## src/rtl/serdesphy_rx_deserializer_pkg.sv

```systemverilog
// Shared constants and types for the serdesphy receive path
// (deserializer and Manchester decoder).
package serdesphy_rx_pkg;

  localparam int          WORD_W             = 16;
  localparam logic [15:0] DEFAULT_SYNC_WORD  = 16'h5999;
  localparam int          DEFAULT_ERR_THRESH = 2;

  typedef enum logic [1:0] {
    RX_HUNT   = 2'b00,
    RX_LOCKED = 2'b01
  } rx_state_e;

  // A Manchester pair {w[2i+1], w[2i]} is legal only as 10 or 01.
  function automatic logic has_invalid_pair(input logic [WORD_W-1:0] w);
    logic bad;
    bad = 1'b0;
    for (int i = 0; i < WORD_W / 2; i++) begin
      if (w[2*i+1] == w[2*i]) begin
        bad = 1'b1;
      end else begin
        bad = bad;
      end
    end
    return bad;
  endfunction

endpackage

```

## src/rtl/serdesphy_rx_deserializer_pair_check.sv

```systemverilog
// Combinational Manchester pair validity check over one 16-bit word.
// Flags the word when any symbol pair is 00 or 11.
module serdesphy_manchester_pair_check
  import serdesphy_rx_pkg::*;
(
  input  logic [WORD_W-1:0] word,
  output logic              invalid_pair
);

  // Reduce all pairs of the word into a single invalid flag.
  always_comb begin
    invalid_pair = has_invalid_pair(word);
  end

endmodule

```

## src/rtl/serdesphy_rx_deserializer.sv

```systemverilog
// Receive-path deserializer: shifts recovered half-bit symbols into a
// 16-bit register, hunts for the Manchester sync word, then emits aligned
// words with a one-cycle data_valid strobe. Persistent invalid pairs drop lock.
module serdesphy_rx_deserializer
  import serdesphy_rx_pkg::*;
#(
  parameter logic [WORD_W-1:0] SYNC_WORD  = DEFAULT_SYNC_WORD,
  parameter int                ERR_THRESH = DEFAULT_ERR_THRESH
) (
  input  logic              clk,
  input  logic              rst,
  input  logic              serial_data,
  input  logic              serial_valid,
  input  logic              align_enable,
  output logic [WORD_W-1:0] manchester_data,
  output logic              data_valid,
  output logic              locked,
  output logic              sync_detect,
  output logic              lock_lost
);

  localparam logic [2:0] ERR_THRESH_C = 3'(ERR_THRESH);

  rx_state_e         state_r;
  logic [WORD_W-1:0] shreg_r;
  logic [3:0]        bit_cnt_r;
  logic [2:0]        err_cnt_r;
  logic [WORD_W-1:0] manchester_data_r;
  logic              data_valid_r;
  logic              locked_r;
  logic              sync_detect_r;
  logic              lock_lost_r;

  logic [WORD_W-1:0] next_word_s;
  logic              word_bad_s;

  // Word as it will look once the current symbol is shifted in.
  always_comb begin
    next_word_s = {shreg_r[WORD_W-2:0], serial_data};
  end

  serdesphy_manchester_pair_check u_pair_check (
    .word         (next_word_s),
    .invalid_pair (word_bad_s)
  );

  // Alignment FSM, shift register, counters and registered outputs.
  always_ff @(posedge clk) begin
    if (rst) begin
      state_r           <= RX_HUNT;
      shreg_r           <= '0;
      bit_cnt_r         <= 4'd0;
      err_cnt_r         <= 3'd0;
      manchester_data_r <= '0;
      data_valid_r      <= 1'b0;
      locked_r          <= 1'b0;
      sync_detect_r     <= 1'b0;
      lock_lost_r       <= 1'b0;
    end else if (!align_enable) begin
      // Disabled alignment is a quiet drop: no lock_lost pulse.
      state_r       <= RX_HUNT;
      shreg_r       <= '0;
      bit_cnt_r     <= 4'd0;
      err_cnt_r     <= 3'd0;
      data_valid_r  <= 1'b0;
      locked_r      <= 1'b0;
      sync_detect_r <= 1'b0;
      lock_lost_r   <= 1'b0;
    end else begin
      data_valid_r  <= 1'b0;
      sync_detect_r <= 1'b0;
      lock_lost_r   <= 1'b0;
      if (serial_valid) begin
        shreg_r <= next_word_s;
        case (state_r)
          RX_HUNT: begin
            if (next_word_s == SYNC_WORD) begin
              state_r       <= RX_LOCKED;
              bit_cnt_r     <= 4'd0;
              sync_detect_r <= 1'b1;
              locked_r      <= 1'b1;
            end
          end
          RX_LOCKED: begin
            if (bit_cnt_r == 4'd15) begin
              // Bad words are still delivered; the decoder flags them.
              manchester_data_r <= next_word_s;
              data_valid_r      <= 1'b1;
              bit_cnt_r         <= 4'd0;
              if (word_bad_s) begin
                if ((err_cnt_r + 3'd1) >= ERR_THRESH_C) begin
                  // Shift register is kept so a sync already in flight is caught.
                  state_r     <= RX_HUNT;
                  locked_r    <= 1'b0;
                  lock_lost_r <= 1'b1;
                  err_cnt_r   <= 3'd0;
                end else begin
                  err_cnt_r <= err_cnt_r + 3'd1;
                end
              end else begin
                err_cnt_r <= 3'd0;
              end
            end else begin
              bit_cnt_r <= bit_cnt_r + 4'd1;
            end
          end
          default: begin
            state_r  <= RX_HUNT;
            locked_r <= 1'b0;
          end
        endcase
      end
    end
  end

  assign manchester_data = manchester_data_r;
  assign data_valid      = data_valid_r;
  assign locked          = locked_r;
  assign sync_detect     = sync_detect_r;
  assign lock_lost       = lock_lost_r;

endmodule

```

## config.mk

```make
export PLATFORM = sky130hd
export DESIGN_NAME = serdesphy_rx_deserializer
export DESIGN_NICKNAME = d
export VERILOG_FILES = /design/src/rtl/serdesphy_rx_deserializer_pkg.sv /design/src/rtl/serdesphy_rx_deserializer_pair_check.sv /design/src/rtl/serdesphy_rx_deserializer.sv
export SDC_FILE = /design/constraint.sdc
export NUM_CORES = 1
export LEC_CHECK = 0
export CORE_ASPECT_RATIO = 0.75
export CORE_UTILIZATION = 57
export CTS_BUF_LIST = sky130_fd_sc_hd__clkbuf_8
export CTS_CLUSTER_SIZE = 10
export DETAILED_ROUTE_END_ITERATION = 16
export DONT_BUFFER_PORTS = 1
export GPL_TIMING_DRIVEN = 0
export MAX_ROUTING_LAYER = met4
export PLACE_DENSITY = 0.78
export SYNTH_ARGS = -nofsm -noshare
export SYNTH_HDL_FRONTEND = slang
export SYNTH_HIERARCHICAL = 1
export SYNTH_SLANG_ARGS = --single-unit
```

## constraint.sdc

```tcl
create_clock -name clk -period 2.35 [get_ports clk]
set_input_delay 0.235 -clock clk [delete_from_list [all_inputs] [get_ports clk]]
set_output_delay 0.235 -clock clk [all_outputs]
set_load 0.005 [all_outputs]
```

==> results of run 1 <==
[cell families after synthesis]
logic type | count (synthesis) | synth area share
simple gates | 86 | 0.2422
flops | 42 | 0.4786
compound gates | 27 | 0.08904
mux | 15 | 0.08547
buf+inv | 13 | 0.03845
xor+xnor | 9 | 0.04487
fa+ha+maj | 3 | 0.02137
[layout make-up]
type                       count  area, µm²
fill                         244       1040
sequential                    42      840.8
buffer                         9      52.55
clock inverter                 2      8.758
clock buffer                   6      82.58
tap                           38      47.55
multi-input combinational    140      848.3
inverter                       4      15.01
[registers in the layout, summed over array words and instances (netlist names)]
register / count
manchester_data: 16
locked: 1
bit_cnt_r: 4
sync_detect: 1
data_valid: 1
lock_lost: 1
shreg_r: 15
err_cnt_r: 3
[through the flow]
step,hold slack [ns],utilization,setup WS (ns),cells
global route,0.09049,0.6458,0.4789,241
finish,0.07019,0.6458,0.6250,241
floorplan,0.3710,-,0.8205,195
CTS,0.06625,0.6458,0.6280,241
global placement,0.3829,0.6147,0.7072,233
detailed placement,0.3824,0.6147,0.6436,233
[where the power goes]
| part | total (mW) | switching, mW | internal (mW) |
|---|---|---|---|
| clock network | 0.477 | 0.245 | 0.233 |
| registers | 0.713 | 0.00124 | 0.712 |
| logic | 0.0334 | 0.0219 | 0.0115 |
[cell usage after synthesis (2+ instances only)]
cell type,n,area [µm²]
sky130_fd_sc_hd__buf_2,3,15.01
sky130_fd_sc_hd__a21oi_1,18,90.09
sky130_fd_sc_hd__inv_1,4,15.01
sky130_fd_sc_hd__mux2i_1,15,150.1
sky130_fd_sc_hd__nor4_1,2,12.51
sky130_fd_sc_hd__dfxtp_1,42,840.8
sky130_fd_sc_hd__buf_6,2,22.52
sky130_fd_sc_hd__nand2_1,38,142.6
sky130_fd_sc_hd__nand3b_1,2,15.01
sky130_fd_sc_hd__o21ai_0,2,10.01
sky130_fd_sc_hd__and3_1,2,12.51
sky130_fd_sc_hd__nand3_1,5,25.02
sky130_fd_sc_hd__ha_1,3,37.54
sky130_fd_sc_hd__nor2_1,19,71.32
sky130_fd_sc_hd__or3_1,2,12.51
sky130_fd_sc_hd__xnor2_1,9,78.83
sky130_fd_sc_hd__clkbuf_1,3,11.26
sky130_fd_sc_hd__nor3_2,2,20.02
[path summary, 6_finish.rpt]
| path | startpoint | end | slack, ns | cells past startpoint |
|---|---|---|---|---|
| min | serial_data | manchester_data[0] | 0.07 | 2 |
| max | bit_cnt_r[1] | manchester_data[15] | 0.62 | 7 |
| max reg2reg | bit_cnt_r[1] | manchester_data[15] | 0.62 | 7 |
| min reg2reg | manchester_data[10] | manchester_data[10] | 0.48 | 2 |
[routing by layer]
metal	track usage	vias up	part of all wire
li1	-	676	-
met1	0.3039	600	0.49
met2	0.3605	34	0.43
met3	0.08102	6	0.061
met4	0.1170	0	0.018
met5	-	-	0
==> flow_results.org, run 1 <==
** Status
- The flow ran to the end, and the final reports show no timing, DRC or antenna violations.

** Die
- The die is 50.08 µm tall.
- The initial utilization of the core area, before any placement, comes to 0.5985.
- The floorplan step defined a die boundary enclosing 3310 µm².
- After floorplanning, the core was divided into 17 placement rows.
- The region available for standard cell placement spans 2935 µm².
- The die is 66.11 µm wide.
- Ports placed on the boundary :: 25

** Clock tree
- CTS Buf Count :: 5
- Maximum number of buffers from clock root to sink :: 2
- CTS Root Cell :: sky130_fd_sc_hd__clkbuf_8
- TritonCTS built the clock tree.
- Buffer count from post-CTS setup fixing :: 0
- CTS built an H-tree with a depth of 2.
- TritonCTS Sinks :: 42
- Clock-pin slew on the worst setup and hold paths :: 0.07 ns
- Post-CTS Resized :: 0
- The clock reaches the later pin of the worst-skew pair after 0.30 ns.
- For this design, the CTS-stage hold fixing added 0 buffers.

** Timing
- Maximum achievable frequency :: 579.7 MHz
- Total count of hold-check failures in the final report :: 0
- Setup repair after global routing left no endpoint under its margin.
- Summed over all failing endpoints, the final setup total negative slack is 0 ns.
- The routed design could run at a clock period as short as 1.725 ns.
- Between clock sinks in the finished design, the worst skew comes to 0.008669 ns.
- Post-route fraction of the period consumed by the critical path :: 0.7340
- Max-slew headroom at the worst pin :: 0.6301
- Setup violations remaining at the end of the flow were counted as 0.
- Max-slew violation total from the final report :: 0
- Transition time at the pin with the least slew margin :: 0.5528 ns

** Pwr
- Power density of the placed cells :: 645.5 nW/µm²
- Leak :: 0.6745 nW
- Summing internal, switching and leakage power gives 1.224 mW.
- VDD sags by at most 569.8 µV.

** Placement
- PortBufs :: 0
- After detailed placement, the total cell area comes to 1804 µm².
- At the end of routability-driven placement, the weighted congestion stood at 0.8325.
- Detailed placement ended at an HPWL of 2439 µm.

** Synth
- For this run, the register share of the synthesized area comes to 0.4786.
- Post-synth EDFFs :: 0
- Post-synth top flop :: sky130_fd_sc_hd__dfxtp_1
- The number of different library cells used by synthesis comes to 40.
- Fraction of registers with async set or reset after synthesis :: 0
- Synthesis produced a netlist whose cell count is 195.
- Count of state elements after synthesis :: 42
- Count of yosys warnings during synthesis :: 6
- Synthesis produced a netlist with a net count of 203.
- Netlist area before placement :: 1757 µm²
- Dividing the synthesized area by the synthesized cell count gives 9.009 µm².

** Worst hold path
- Path class of the lowest-slack min-delay path :: in -> reg

** Critical path
- At the worst endpoint, the required time is 2.51 ns.
- Data on the critical path arrives at its endpoint at 1.89 ns.
- Critical path class :: reg -> reg
- Cell type of the slowest stage on the worst timing path :: sky130_fd_sc_hd__dfxtp_1
- Kind of start point of the critical path :: register
- The kind of cell with the highest combined delay along the critical path is simple AND/OR/NAND/NOR gates.
- Endpoint type of the worst setup path :: register
- The critical path contains buffers and inverters numbering 2 combined.
- Traced cell by cell, the critical path runs through ha_1 -> nand3_2 -> or3_1 -> buf_2 -> buf_6 -> nand2_1 -> a21oi_1.
- The largest single stage delay on the critical path is 0.38 ns.
- Top fanout value on the critical path :: 10

** Final layout
- Compared with the post-synthesis result, the final layout area differs by 7.906%.
- The library cell used most frequently in the layout, excluding fill and tap cells, is sky130_fd_sc_hd__dfxtp_1.
- In the final layout, the share of cells above drive strength 1 is 0.1034.
- 0 antenna diodes ended up in the layout.
- Once layout is done, the placed cells without fillers occupy 1896 µm².
- Commonest cells after routing, fill and taps aside :: sky130_fd_sc_hd__dfxtp_1, sky130_fd_sc_hd__nand2_1, sky130_fd_sc_hd__nor2_1, sky130_fd_sc_hd__a21oi_1, sky130_fd_sc_hd__mux2i_1
- Final net count :: 210

** Routing
- In the final routed layout, each cell accounts on average for 14.22 µm.
- Detail Route Antenna Nets :: 0
- Vias after detailed routing :: 1316
- After detailed routing, the total wire length is 3426 µm.
- Drt drc :: 0
- Drt first-iter violations :: 36
- 1st-pass router iterations :: 4
- In the routed layout, each cell is associated on average with a via count of 5.461.

** Global routing
- Vias in the first global route :: 1290
- Leftover overflow at the end of global routing :: 0
- The first global-routing pass estimated 5782 µm of wire.
- Total GRT Usage :: 0.2461
- Maximum number of pins on one net before global-route repair :: 13
- The initial antenna violation count came to 0.

** Job
- Max-cap viol count :: 0
Note: power is estimated with default switching activity, not from simulation.
==> inputs of run 2 (changes only) <==
Settings changed: PLACE_DENSITY 0.78 to 0.81.
Clock period 2.35 ns to 1.55 ns, I/O delays scaled along.
==> flow_results.org, run 2 (synthesis gave the netlist of run 1 again) <==
** Final layout
- Final standard cell count with taps included and fillers excluded :: 245 (+1.7%)
- Relative to the synthesized area, the layout overhead comes to 12.89%.
- Final design area excluding fillers :: 1983 µm² (+4.6%)
- Final net count :: 215 (+2.4%)
- The top cell types in the final layout, fill and taps aside, are sky130_fd_sc_hd__nand2_1, sky130_fd_sc_hd__dfxtp_1, sky130_fd_sc_hd__nor2_1, sky130_fd_sc_hd__a21oi_1, sky130_fd_sc_hd__mux2i_1.
- The flip-flop count of the largest register, all copies and words added is 16 (unchanged).
- Fin util :: 0.6756 (+0.02984)
- Most frequent standard cell in the layout excluding fill and tap cells :: sky130_fd_sc_hd__nand2_1
- The proportion of layout cells with a drive suffix above 1 was 0.1643 (+0.06080).
- Count of antenna diodes in the layout :: 0 (unchanged)

** Global routing
- Antenna violations before repair :: 0 (unchanged)
- The overflow left after global routing was 0 (unchanged).
- Global-route wire length before repair :: 5989 µm (+3.6%)
- The pin count of the biggest net entering global routing came to 12 (-1).
- Vias in the first global route :: 1317 (+2.1%)
- Total GRT Usage :: 0.2583 (+0.01213)

** Critical path
- The slowest stage of the critical path is the sky130_fd_sc_hd__or4_1 cell.
- Critical-path cell list :: xnor2_1 -> nor4_1 -> nand2_1 -> inv_1 -> or4_1 -> a21oi_1
- Required arrival time at the worst endpoint :: 1.77 ns (-0.74 ns)
- The top fanout value on the critical path was 5 (-5).
- The sum of buffers and inverters on the critical path was 1 (-1).
- The cell family contributing the most delay on the critical path is simple AND/OR/NAND/NOR gates.
- CP peak stage delay :: 0.51 ns (+0.13 ns)
- Arrival time of data at the critical path endpoint :: 1.75 ns (-0.14 ns)
- Critical path class :: reg -> reg
- STA classifies the critical path endpoint as a register.
- Kind of start point of the critical path :: register

** Clock tree
- Clock-pin slew on the worst setup and hold paths :: 0.07 ns (about the same)
- The maximum level of the CTS H-tree came to 2 (unchanged).
- Hold-fix buffers at CTS :: 0 (unchanged)
- Latest clock arrival within the worst-skew pair :: 0.29 ns (about the same)
- TritonCTS built the clock tree.
- The number of buffers created by CTS is 5 (unchanged).
- CTS Root Cell :: sky130_fd_sc_hd__clkbuf_8
- Maximum number of buffers from clock root to sink :: 2 (unchanged)
- TritonCTS Sinks :: 42 (unchanged)

** Pwr
- The total leakage power is 0.7155 nW (+6.1%).
- Combinational power share :: 0.030 (+0.003)
- The power density over the cells was 891.4 nW/µm² (+38%).
- Total internal power :: 1.392 mW (+46%)
- The sequential share of power is 0.611 (+0.028).
- Design Power :: 1.768 mW (+44%)
- The clock share of power is 0.360 (-0.030).
- The worst vdd rail ir drop was 733.2 µV (+29%).
- The net load switching power was 0.3759 mW (+40%).
- The switching share of power came to 0.2126 (-0.006159).

** Timing
- The measured slew at the worst slew-check pin is 0.5205 ns (-0.03231 ns).
- Maximum achievable frequency :: 655.7 MHz (+13%)
- The worst hold margin is 0.003879 ns (-0.06631 ns).
- The minimum setup slack in the final design came to 0.02502 ns (-0.6000 ns).
- The relative slew slack is 0.6517 (+0.02162).
- The final count of pins violating max slew is 0 (unchanged).
- Post-layout minimum cycle time :: 1.525 ns (-0.2000 ns)
- Finish-stage setup viols :: 0 (unchanged)
- Worst-case clock skew :: 0.005279 ns (-0.003391 ns)
- Post-route fraction of the period consumed by the critical path :: 0.9839 (+0.2498)
- The sum of negative setup slack was 0 ns (unchanged).
- The final number of hold-violating endpoints is 0 (unchanged).
- Setup repair after global routing left no endpoint under its margin.

** Die
- The vertical die dimension was 50.08 µm (unchanged).
- Horizontal die dimension :: 66.11 µm (unchanged)
- The placeable core region was 2935 µm² (unchanged).
- Ports placed on the boundary :: 25 (unchanged)
- The effective utilization at floorplan came to 0.5985 (unchanged).
- The cell row count is 17 (unchanged).
- Floorplan die area :: 3310 µm² (unchanged)

** Placement
- Area post-placement :: 1804 µm² (unchanged)
- PortBufs :: 0 (unchanged)
- The worst slack at placement came to -0.1884 ns (-0.8320 ns).
- The routability congestion estimate from global placement was 0.8446 (+1.5%).
- Final HPWL DP :: 2513 µm (+3.0%)
- The placed instance count was 233 (unchanged).

** Routing
- Via-to-Cell Ratio :: 5.727 (+4.9%)
- The overall routed net length came to 3728 µm (+8.8%).
- The DRC violation count after routing came to 0 (unchanged).
- The number of iterations in the first detailed-routing pass is 4 (unchanged).
- The post-detailed-route count of antenna-violating nets was 0 (unchanged).
- Drt first-iter violations :: 44 (+22%)
- Routed wirelength normalized by instance count :: 15.22 µm (+7.0%)
- The via count is 1403 (+6.6%).

** Status
- The flow ran to the end, and the final reports show no timing, DRC or antenna violations.

** Job
- Max-cap viol count :: 0 (unchanged)

** Worst hold path
- The tightest min-delay check is of the in -> reg type.
[run 2: cell count changes in the layout (fill, tap and decap cells not counted), sizes merged]
cell    delta
buf        +4
clkinv     -1
inv        +1
[run 2: path summary, 6_finish.rpt]
check,start,endpoint,slack [ns],cells after the start
worst min-delay path,serial_data,manchester_data[0],0.004,2
worst max-delay path,shreg_r[2],err_cnt_r[0],0.03,6
worst min register to register,manchester_data[12],manchester_data[12],0.47,2
worst max register to register,shreg_r[2],err_cnt_r[0],0.03,6
[run 2: final cells by class]
cell class              instances  area [µm²]
plain buffers                   8       53.80
clock buffers                   5       68.82
clock inverters                 2       7.507
fillers                       227       952.2
inverters                       4       15.01
multi-input cells             140       879.6
flip-flops and latches         42       853.3
well taps                      38       47.55
repair buffers                  6       57.56
[run 2: worst register-to-register path, cell delays in order (launching register included)]
cell and delay [ns]:
sky130_fd_sc_hd__dfxtp_1 0.44, sky130_fd_sc_hd__xnor2_1 0.16, sky130_fd_sc_hd__nor4_1 0.08, sky130_fd_sc_hd__nand2_1 0.09, sky130_fd_sc_hd__inv_1 0.05, sky130_fd_sc_hd__or4_1 0.51, sky130_fd_sc_hd__a21oi_1 0.14
[run 2: power by group through the flow]
| stage | Clock (mW) | Sequential [mW] | Combinational, mW |
|---|---|---|---|
| after detailed placement | 0 | 1.11 | 0.0510 |
| after CTS | 0.650 | 1.08 | 0.0510 |
| after global routing | 0.695 | 1.08 | 0.0563 |
| after floorplan | 0 | 1.11 | 0.0412 |
| after global placement | 0 | 1.11 | 0.0494 |
| final | 0.636 | 1.08 | 0.0524 |
[run 2: routing by layer]
metal / routed length [µm] / global-route usage
met5: 0 / -
met1: 1735 / 0.3147
met2: 1672 / 0.3656
met3: 224 / 0.09722
met4: 95 / 0.1418
[run 2: repair_timing]
item                       CTS  global route
resized for setup            8            10
setup buffers                5             1
setup endpoints to repair   19            17
pin swaps                    2             3
==> inputs of run 3 (changes only) <==
Settings changed: CORE_ASPECT_RATIO 0.75 to 1.25.
==> flow_results.org, run 3 (synthesis gave the netlist of run 1 again) <==
** Placement
- The detailed-placement wirelength estimate came to 2502 µm (-0.44%).
- The number of port buffers was 0 (unchanged).
- The routability congestion estimate from global placement came to 0.8135 (-3.7%).
- The placed instance count was 231 (-0.86%).

** Pwr
- Leak :: 0.7100 nW (-0.77%)
- Worst supply voltage drop on vdd :: 810.3 µV (+11%)
- The power density over the cells came to 925.3 nW/µm² (+3.8%).
- Design Power :: 1.834 mW (+3.7%)

** Routing
- Routed wirelength normalized by instance count :: 14.81 µm (-2.7%)
- The number of iterations in the first detailed-routing pass is 4 (unchanged).
- The overall routed net length came to 3599 µm (-3.5%).
- Vias after detailed routing :: 1380 (-1.6%)
- Drt first-iter violations :: 32 (-27%)
- Via-to-Cell Ratio :: 5.679 (-0.83%)
- The DRC violation count after routing was 0 (unchanged).
- The post-detailed-route count of antenna-violating nets was 0 (unchanged).

** Timing
- The number of endpoints failing setup at the final stage was 0 (unchanged).
- The final count of pins violating max slew came to 0 (unchanged).
- Post-route fraction of the period consumed by the critical path :: 0.9663 (-0.01757)
- Transition time at the pin with the least slew margin :: 0.5012 ns (-0.01930 ns)
- Worst-case clock skew :: 0.01156 ns (+0.006282 ns)
- The highest clock frequency the design can meet was 667.7 MHz (+1.8%).
- The clock period minus final worst setup slack was 1.498 ns (-0.02723 ns).
- The relative slew slack is 0.6646 (+0.01292).
- WHS :: 0.03047 ns (+0.02659 ns)
- The final number of hold-violating endpoints was 0 (unchanged).
- Setup repair after global routing could not meet its margin everywhere.

** Final layout
- Area added between synthesis and finish :: 12.82% (about the same)
- Final-layout fill cell count :: 251 (+11%)
- The number of standard cells in the final layout excluding fillers is 243 (-0.82%).
- The count of antenna diodes in the layout is 0 (unchanged).
- Ratio of cells with drive above 1 in the final layout :: 0.1836 (+0.01932)
- Flip-flop count of the largest register after layout :: 16 (unchanged)
- Final net count :: 214 (-0.47%)
- The area taken by flip-flops and latches is 860.8 µm² (+0.88%).
- The multi-input logic area is 879.6 µm² (unchanged).
- In the layout the commonest cells are sky130_fd_sc_hd__nand2_1, sky130_fd_sc_hd__dfxtp_1, sky130_fd_sc_hd__nor2_1, sky130_fd_sc_hd__a21oi_1, sky130_fd_sc_hd__mux2i_1.
- Most frequent standard cell in the layout excluding fill and tap cells :: sky130_fd_sc_hd__nand2_1

** Global routing
- The pin count of the biggest net entering global routing was 13 (+1).
- The first-pass GRT wire length came to 5754 µm (-3.9%).
- Total GRT Usage :: 0.2492 (-0.009009)
- The number of global-route vias before repair came to 1296 (-1.6%).
- The initial antenna violation count is 0 (unchanged).
- The overflow left after global routing was 0 (unchanged).

** Clock tree
- Maximum number of buffers from clock root to sink :: 2 (unchanged)
- The clock transition time at the flip-flop clock pins of the worst setup and hold paths was 0.08 ns (about the same).
- The number of clock sinks seen by CTS was 42 (unchanged).
- H-Tree Level Count :: 2 (unchanged)
- CTS Root Cell :: sky130_fd_sc_hd__clkbuf_8
- The clock insertion delay at the later pin of the skew report is 0.29 ns (about the same).
- TritonCTS built the clock tree.
- CTS Buf Count :: 5 (unchanged)

** Die
- The total I/O pin count is 25 (unchanged).
- The effective utilization at floorplan is 0.5964 (-0.002034).
- Die Y-Extent :: 64.07 µm (+28%)
- The die boundary width was 51.66 µm (-22%).
- Number of placement rows :: 22 (+5)
- The area of the die came to 3310 µm² (about the same).
- The placeable core region came to 2945 µm² (+0.34%).

** Critical path
- Endpoint type of the worst setup path :: register
- Required arrival time at the worst endpoint :: 1.78 ns (about the same)
- The critical path in this run is classified as reg -> reg.
- Flop-to-flop setup slack :: 0.05 ns (+0.03 ns)
- The data arrival time at the worst-slack endpoint came to 1.72 ns (-0.03 ns).
- Kind of start point of the critical path :: register
- Top fanout value on the critical path :: 5 (unchanged)

** Job
- Max-cap viol count :: 0 (unchanged)

** Worst hold path
- Path class of the lowest-slack min-delay path :: in -> reg

** Status
- The flow ran to the end, and the final reports show no timing, DRC or antenna violations.
-- run 3: stage by stage --
step / area (µm²) / util / setup TNS (ns) / setup slack, ns
floorplan: 1757 / - / 0 / 0.02048
global placement: 1802 / 0.6117 / -1.081 / -0.1174
detailed placement: 1802 / 0.6117 / -1.845 / -0.1743
CTS: 1944 / 0.6602 / 0 / 0.009325
global route: 1982 / 0.6729 / -0.01374 / -0.01106
finish: 1982 / 0.6729 / 0 / 0.05225
-- run 3: cell type report --
class / count / area share
well taps: 36 / 0.02273
inverters: 4 / 0.007576
clock inverters: 2 / 0.004419
clock buffers: 6 / 0.04167
multi-input cells: 140 / 0.4438
repair buffers: 5 / 0.02020
flip-flops and latches: 42 / 0.4343
plain buffers: 8 / 0.02525
-- run 3: routing by layer --
metal	track usage	wire, µm
met5	-	0
met4	0.1115	44
met3	0.09524	174
met2	0.4091	1907
met1	0.2598	1472
-- run 3: critical path, cell delays in order, from the launching register on --
cell                       delay [ns]
sky130_fd_sc_hd__dfxtp_4         0.38
sky130_fd_sc_hd__ha_4            0.15
sky130_fd_sc_hd__nand3_4         0.11
sky130_fd_sc_hd__nand2b_4        0.18
sky130_fd_sc_hd__or4_1           0.48
sky130_fd_sc_hd__a21oi_1         0.13
-- run 3: final timing paths --
kind,start,to,cells past startpoint
max reg2reg,bit_cnt_r[1],err_cnt_r[0],5
min,serial_data,shreg_r[0],2
max,bit_cnt_r[1],err_cnt_r[0],5
min reg2reg,manchester_data[0],manchester_data[0],2
-- run 3: timing repair --
action / in CTS / in global routing
setup buffers: 0 / 4
cloned: 0 / 0
endpoints found under the setup margin: 19 / 13
pin swaps: 1 / 2
hold buffers: 1 / 0
gates resized for setup: 11 / 12
endpoints found under the hold margin: 1 / 0
-- run 3: power breakdown --
group / internal (mW) / total, mW / switching [mW]
Clock: 0.352 / 0.702 / 0.350
Sequential: 1.08 / 1.08 / 0.00171
Combinational: 0.0192 / 0.0542 / 0.0350
Total: 1.45 / 1.83 / 0.387
